<file path="src/rtl/arb_types.sv">
// Shared types for the CPU-side memory arbiter: FSM states and the latched request.
package arb_types;

  localparam int ARB_ADDR_W = 32;
  localparam int ARB_DATA_W = 32;
  localparam int ARB_MBE_W  = ARB_DATA_W / 8;

  typedef enum logic [2:0] {
    IDLE,
    D_BUSY,
    I_BUSY,
    D_RESP,
    I_RESP
  } arb_state_t;

  typedef struct packed {
    logic [ARB_ADDR_W-1:0] addr;
    logic [ARB_DATA_W-1:0] wdata;
    logic [ARB_MBE_W-1:0]  mbe;
    logic                  is_write;
    logic                  is_data;
  } arb_req_t;

endpackage

</file>
<file path="src/rtl/perf_counter.sv">
// Wrapping event counter: advances by one on each inc pulse.
module perf_counter #(
  parameter int CNT_W = 32
) (
  input  logic             clk,
  input  logic             rst,
  input  logic             inc,
  output logic [CNT_W-1:0] count
);

  always_ff @(posedge clk or negedge rst) begin
    if (!rst)     count <= '0;
    else if (inc) count <= count + CNT_W'(1);
  end

endmodule

</file>
<file path="src/rtl/cpu_mem_arbiter.sv">
// Shares one backing-memory port between instruction fetch and data load/store.
// Data wins ties; ADDR_W/DATA_W must not exceed the widths in arb_types.
//   state  | meaning
//   IDLE   | sample CPU requests, data first
//   D_BUSY | data op on memory, wait mem_resp
//   I_BUSY | fetch on memory, wait mem_resp
//   D_RESP | one-cycle data_mem_resp
//   I_RESP | one-cycle instr_mem_resp
module cpu_mem_arbiter
  import arb_types::*;
#(
  parameter int ADDR_W = ARB_ADDR_W,
  parameter int DATA_W = ARB_DATA_W,
  parameter int CNT_W  = 32
) (
  input  logic                clk,
  input  logic                rst,
  input  logic                instr_read,
  input  logic [ADDR_W-1:0]   instr_mem_address,
  output logic                instr_mem_resp,
  output logic [DATA_W-1:0]   instr_mem_rdata,
  input  logic                data_read,
  input  logic                data_write,
  input  logic [DATA_W/8-1:0] data_mbe,
  input  logic [ADDR_W-1:0]   data_mem_address,
  input  logic [DATA_W-1:0]   data_mem_wdata,
  output logic                data_mem_resp,
  output logic [DATA_W-1:0]   data_mem_rdata,
  output logic                mem_read,
  output logic                mem_write,
  output logic [ADDR_W-1:0]   mem_address,
  output logic [DATA_W-1:0]   mem_wdata,
  output logic [DATA_W/8-1:0] mem_mbe,
  input  logic                mem_resp,
  input  logic [DATA_W-1:0]   mem_rdata,
  output logic [CNT_W-1:0]    instr_served,
  output logic [CNT_W-1:0]    data_served,
  output logic                arb_err
);

  arb_state_t state_q, state_d;
  arb_req_t   req_q;
  logic       busy;
  logic       data_req;

  assign data_req = data_read | data_write;
  assign busy     = (state_q == D_BUSY) || (state_q == I_BUSY);

  always_ff @(posedge clk or negedge rst) begin
    if (!rst) state_q <= IDLE;
    else      state_q <= state_d;
  end

  always_comb begin
    state_d = state_q;
    unique case (state_q)
      IDLE: begin
        if (data_req)        state_d = D_BUSY;
        else if (instr_read) state_d = I_BUSY;
      end
      D_BUSY:  if (mem_resp) state_d = D_RESP;
      I_BUSY:  if (mem_resp) state_d = I_RESP;
      D_RESP:  state_d = IDLE;
      I_RESP:  state_d = IDLE;
      default: state_d = IDLE;
    endcase
  end

  // A simultaneous read+write is treated as a write; fetches and loads use full-word enables.
  always_ff @(posedge clk or negedge rst) begin
    if (!rst) begin
      req_q <= '0;
    end else if (state_q == IDLE) begin
      if (data_req) begin
        req_q.addr     <= ARB_ADDR_W'(data_mem_address);
        req_q.wdata    <= ARB_DATA_W'(data_mem_wdata);
        req_q.mbe      <= data_write ? ARB_MBE_W'(data_mbe) : '1;
        req_q.is_write <= data_write;
        req_q.is_data  <= 1'b1;
      end else if (instr_read) begin
        req_q.addr     <= ARB_ADDR_W'(instr_mem_address);
        req_q.wdata    <= '0;
        req_q.mbe      <= '1;
        req_q.is_write <= 1'b0;
        req_q.is_data  <= 1'b0;
      end
    end
  end

  always_ff @(posedge clk or negedge rst) begin
    if (!rst) begin
      instr_mem_rdata <= '0;
      data_mem_rdata  <= '0;
    end else if (busy && mem_resp) begin
      if (req_q.is_data) data_mem_rdata  <= mem_rdata;
      else               instr_mem_rdata <= mem_rdata;
    end
  end

  always_ff @(posedge clk or negedge rst) begin
    if (!rst) begin
      arb_err <= 1'b0;
    end else if ((mem_resp && !busy) || (state_q == IDLE && data_read && data_write)) begin
      arb_err <= 1'b1;
    end
  end

  assign mem_read       = busy && !req_q.is_write;
  assign mem_write      = busy && req_q.is_write;
  assign mem_address    = ADDR_W'(req_q.addr);
  assign mem_wdata      = DATA_W'(req_q.wdata);
  assign mem_mbe        = (DATA_W/8)'(req_q.mbe);
  assign instr_mem_resp = (state_q == I_RESP);
  assign data_mem_resp  = (state_q == D_RESP);

  perf_counter #(.CNT_W(CNT_W)) u_instr_cnt (
    .clk   (clk),
    .rst   (rst),
    .inc   (instr_mem_resp),
    .count (instr_served)
  );

  perf_counter #(.CNT_W(CNT_W)) u_data_cnt (
    .clk   (clk),
    .rst   (rst),
    .inc   (data_mem_resp),
    .count (data_served)
  );

endmodule

</file>
<file path="config.mk">
export PLATFORM = sky130hd
export DESIGN_NAME = cpu_mem_arbiter
export DESIGN_NICKNAME = d
export VERILOG_FILES = /design/src/rtl/arb_types.sv /design/src/rtl/perf_counter.sv /design/src/rtl/cpu_mem_arbiter.sv
export SDC_FILE = /design/constraint.sdc
export NUM_CORES = 1
export LEC_CHECK = 0
export CORE_MARGIN = 1
export CORE_UTILIZATION = 46
export CTS_BUF_LIST = sky130_fd_sc_hd__clkbuf_4
export CTS_CLUSTER_DIAMETER = 50
export DETAILED_ROUTE_END_ITERATION = 8
export PLACE_DENSITY = 0.87
export SYNTH_ARGS = -nofsm -noshare
export SYNTH_HDL_FRONTEND = slang
export SYNTH_SLANG_ARGS = --single-unit
</file>
<file path="constraint.sdc">
create_clock -name clk -period 2.2 [get_ports clk]
set_clock_uncertainty 0.15 [all_clocks]
set_input_delay 0.44 -clock clk [delete_from_list [all_inputs] [get_ports clk]]
set_output_delay 0.44 -clock clk [all_outputs]
set_load 0.02 [all_outputs]
</file>
Word level (Yosys, flattened, before mapping). Index checks and enable logic that the tools add are counted.

Flip-flop bits (word level): 202. Bits in latches: 0. RAM bits: 0. Bits in read-only memories: 0. Bits of input ports: 138. Logic and storage cells: 46. Memories: 0.

$add $sub $neg: 2. Multiply operators: 0. Divide/modulo/power cells: 0. Magnitude comparators: 0. Eq/ne operators: 7. Shift operators: 0. Mux-type cells: 8. Bitwise logic cells: 2. Reduce and logical (&&, ||, !) cells: 16.

Operators with widths (count): 70-bit two-way mux (2); 32-bit by 1-bit adder with 32-bit output, second input constant (2); 3-bit two-way mux (4); 3-bit case mux with 3 select lines (1); 3-bit by 2-bit == test with 1-bit output, second input constant (2); 1-bit logical AND (6); 2-bit AND reduction (3); 4-bit two-way mux (1); 2-bit != test, second input constant (2); 3-bit by 1-bit == test with 1-bit output, second input constant (1); 3-bit == test, second input constant (1); 3-bit logical NOT (1); 3-bit != test, second input constant (1); 3-bit AND reduction (1); 1-bit logical NOT (2); 1-bit logical OR (2); 2-bit nonzero test (1); 1-bit NOT (1); 1-bit OR (1).

Depth between registers and ports, before layout.
Depth after elaboration: 5. Depth in mapped cells: 7. Depth with buffers taken out: 5.

By module. From an unflattened synthesis, not the netlist that was laid out.

Cell total of the unflattened synthesis: 670. Area, all modules: 9088.7 um^2.

By module, submodules not included: cpu_mem_arbiter (times used 1, cells each 424, area each 6190.9 um^2, sequential area each 3453.3 um^2); perf_counter (times used 2, cells each 123, area each 1448.9 um^2, sequential area each 800.8 um^2).

Worst setup path before layout. No wires, ideal clock.

Path kind: reg-to-reg. Start point: register state_q[1]. End point: register instr_mem_rdata[10]. Library setup time: 0.125 ns. Data arrival time: 1.549 ns. Data required time: 1.925 ns. Setup slack: 0.376 ns. Cell stages (with the launch flop): 7. Buffers on the path: 2. Path through: dfrtp_1 -> buf_6 -> xor2_2 -> nand2b_2 -> nor3b_4 -> buf_6 -> mux2_2.

Longest elaborated chain between the ends: 4. Elaborated cells between the ends (all ways): 5.

RTL lines: from (decl) (line cpu_mem_arbiter.sv:41) `arb_state_t state_q, state_d;`; from (signal assigned) (line cpu_mem_arbiter.sv:51) `else state_q <= state_d;`; 3-bit by 1-bit == test with 1-bit output / 3-bit by 2-bit == test with 1-bit output (equally long branches) (line cpu_mem_arbiter.sv:47) `assign busy = (state_q == D_BUSY) || (state_q == I_BUSY);`; 1-bit logical OR * (line cpu_mem_arbiter.sv:47); 1-bit logical AND * (line cpu_mem_arbiter.sv:94) `end else if (busy && mem_resp) begin`; 2-bit AND reduction (no source line) *; to (signal assigned) (line cpu_mem_arbiter.sv:96) `else instr_mem_rdata <= mem_rdata;`; to (decl) (line cpu_mem_arbiter.sv:21) `output logic [DATA_W-1:0] instr_mem_rdata,`.

Every way passes the cells marked *; elsewhere a longest branch is shown, timed or not. A chain may end at the register's enable or synchronous reset.

Worst setup path after layout.
Start point: register state_q[1]. End point: output port mem_write.

Longest elaborated chain between the ends: 3. Elaborated cells between the ends (all ways): 4.

RTL lines: 3-bit by 1-bit == test with 1-bit output / 3-bit by 2-bit == test with 1-bit output (equally long branches) (line cpu_mem_arbiter.sv:47); 1-bit logical OR * (line cpu_mem_arbiter.sv:47); 1-bit logical AND * (line cpu_mem_arbiter.sv:109) `assign mem_write = busy && req_q.is_write;`; to (decl) (line cpu_mem_arbiter.sv:30) `output logic mem_write,`.

Marked as above.

==> qor.csv <==
stage,metric,value,unit
outcome,status,"complete, but fails checks",
outcome,failing checks,negative setup slack,
cts,clk buf depth,3,
timing,period utilization,103,%
timing,# setup viols final,3,
die,Die H,142,µm
power_and_ir_drop,power per cell area,1240,mW/mm²
die,die area,0.0201,mm²
timing,Max-slew headroom,57.8,%
logic_synthesis,Syn Inst Count,722,
critical_path,r2r endpoint,u_data_cnt.count[25],
die,I/O pins,339,
route,drt total wl,23100,µm
grt,initial antenna violation count,0,
critical_path,Worst EP arrival,1.68,ns
place,Placer Congestion,0.854,
cts,H-tree depth,2,
cts,clk sinks,202,
critical_path,"Req. time, crit path",1.61,ns
logic_synthesis,Netlist cell types,45,
timing,final slew viol count,0,
logic_synthesis,Post-synth ARST share,100,%
logic_synthesis,synthesized cell area,0.00899,mm²
place,PortBufs,338,
logic_synthesis,top-count cell post-synth,dfrtp_1,
die,Initial Utilization,47.4,%
route,drt drc,0,
route,Initial DRC Count,262,
final_layout,final antenna diode count,0,
logic_synthesis,Synth top area share,56.2,%
critical_path,type of origin of the critical path,register,
timing,min cycle time layout,2.27,ns
route,average routed wire per standard cell,17.0,µm
route,vias,6851,
critical_path,reg-to-reg setup timing slack,0.26,ns
grt,gr usage total,23.3,%
job,max cap viols,0,
logic_synthesis,sequential share of the synthesized area,56.2,%
place,DP Area,0.0124,mm²
cts,CTS tree,done,
final_layout,share of cells above drive strength 1,18.6,%
logic_synthesis,top_reg_cell synth,dfrtp_1,
cts,clk_lat worst skew,0.62,ns
route,DR pass1 iterations,4,
logic_synthesis,Yosys top cell by area,dfrtp_1,
critical_path,crit end category,output port,
cts,CTS Buf Count,52,
timing,Final Hold Fails,0,
logic_synthesis,Yosys warnings,0,
die,# rows,50,
logic_synthesis,Post-synth EDFFs,0,
timing,Final Worst Setup Slack,-0.0670,ns
power_and_ir_drop,Peak VDD IR,0.000841,V
logic_synthesis,most frequent cells after synthesis,"dfrtp_1, buf_4, mux2_2, nand2_1, xnor2_1",
critical_path,R2R cell count,5,
final_layout,Final Instance Area,0.0129,mm²
logic_synthesis,Synth area leaders,"dfrtp_1, mux2_2, buf_4",
critical_path,r2r startpoint,state_q[1],
cts,register clock-pin slew on the reported worst setup and hold paths,0.07,ns
timing,Max Fclk,0.441,GHz
place,DP HPWL,17300,µm
power_and_ir_drop,Lkg Pwr,6.23,nW
die,Die Span X,142,µm
logic_synthesis,syn avg cell area,12.4,µm²
logic_synthesis,Synth Register Bits,202,
timing,unrepaired setup endpoints after global routing,yes,
grt,first-pass GRT wire length,36900,µm
final_layout,fin util,68.3,%
die,Core Region,0.0190,mm²
final_layout,synth-to-layout area growth,44.0,%
timing,Worst Max-Slew Pin Slew,0.627,ns
grt,largest net degree at the start of global routing,47,
hold_path,HP Class,in -> async,
critical_path,crit-path max FO,2,
critical_path,critical path class,reg -> out,
route,number of nets with antenna violations after routing,0,
grt,GRT overflow,0,
route,vias per inst,5.06,
final_layout,# nets final,1194,
grt,vias in the first global route,7261,
logic_synthesis,syn nets,862,
cts,root buffer cell,clkbuf_4,
place,Place WS,-0.00679,ns
[report_power, final]
group	internal [mW]	total, mW	switching (mW)	leakage [nW]
registers	5.04	5.79	0.753	2.55
logic	3.27	7.08	3.81	3.29
clock network	1.68	3.15	1.46	0.390
[cell families (layout without fill, tap and decap cells)]
family | after synthesis | count (layout) | share of synthesized area (%)
buffers and inverters | 105 | 477 | 8.17
adders and majority gates | 2 | 2 | 0.278
and+or+nand+nor | 178 | 178 | 11.4
DFF | 202 | 202 | 56.2
xor gates and xnor gates | 63 | 63 | 6.22
AOI/OAI and AO/OA | 74 | 74 | 5.88
muxes | 98 | 98 | 11.8
[sequential cells by signal (all words and copies together) (netlist names)]
name,flops
data_mem_rdata,32
instr_mem_rdata,32
mem_address,32
mem_wdata,32
u_data_cnt.count,32
u_instr_cnt.count,32
mem_mbe,4
state_q,3
req_q,2
arb_err,1
[cell type report]
type	instances	area [µm²]
repair buffers	379	3650
multi-input cells	415	3230
inverters	4	15.0
well taps	260	325
clock inverters	19	98.8
clock buffers	75	563
fillers	1453	6020
flip-flops and latches	202	5050
[layer usage]
layer  wire (µm)  track usage, %  part of all wire (%)
met3        1720            6.51                   7.4
met4         728            9.56                   3.2
met5           0               0                     0
met1        8700            26.2                    38
met2       11900            41.6                    52
[worst max-delay path by stage]
stage / startpoint / endpoint / slack, ns / cells after the start
2_1_floorplan: state_q[1] / instr_mem_rdata[10] / 0.38 / 6
3_3_place_gp: state_q[1] / mem_write / 0.11 / 4
3_5_place_dp: data_write / state_q[1] / -0.007 / 6
4_1_cts: state_q[0] / mem_write / -0.15 / 4
5_1_grt: state_q[1] / mem_write / -0.17 / 4
6_report: state_q[1] / mem_write / -0.07 / 4
[through the flow]
step / std cells / TNS (ns) / power, mW / hold WS, ns
2_1_floorplan: 722 / 0 / 10.6 / -0.00559
3_3_place_gp: 1257 / 0 / 13.5 / 0.274
3_5_place_dp: 1257 / -0.00679 / 13.8 / 0.276
4_1_cts: 1353 / -0.403 / 16.2 / 0.141
5_1_grt: 1354 / -0.498 / 17.0 / 0.180
6_report: 1354 / -0.0991 / 16.0 / 0.195
[critical path, cell delays in order, from the launching register on]
cell and delay (ns):
dfrtp_1 0.41, xor2_2 0.18, and2b_1 0.18, and2_4 0.16, buf_6 0.13
[layout by cell type (no fill, tap or decap), types with 2 or more instances in the layout]
master	instances
dlygate4sd2_1	191
nor2_1	9
clkbuf_4	75
and3_1	11
nor4_1	7
and2_4	2
nor3_1	5
nand4_1	34
inv_1	4
ha_1	2
nor2_4	3
nor4_2	3
nand3_1	21
o21ai_0	26
mux2_1	4
clkdlybuf4s50_1	136
buf_4	27
clkinv_1	17
o21ai_1	6
xor2_1	10
dfrtp_1	202
dlymetal6s2s_1	6
nor4_4	2
and2_1	8
buf_12	14
nand2_1	57
buf_6	3
and4_1	5
mux2i_1	32
a22o_1	32
o22a_1	4
mux2_2	62
xnor2_1	52
[what timing repair did]
item                                    4_1_cts  5_1_grt
hold endpoints to repair                    187        0
buffers inserted                              1        1
pin swaps                                     1        1
endpoints found under the setup margin      195       10
hold buffers                                  1        0
resized for setup                           221        7
Note: power is estimated with default switching activity, not from simulation.
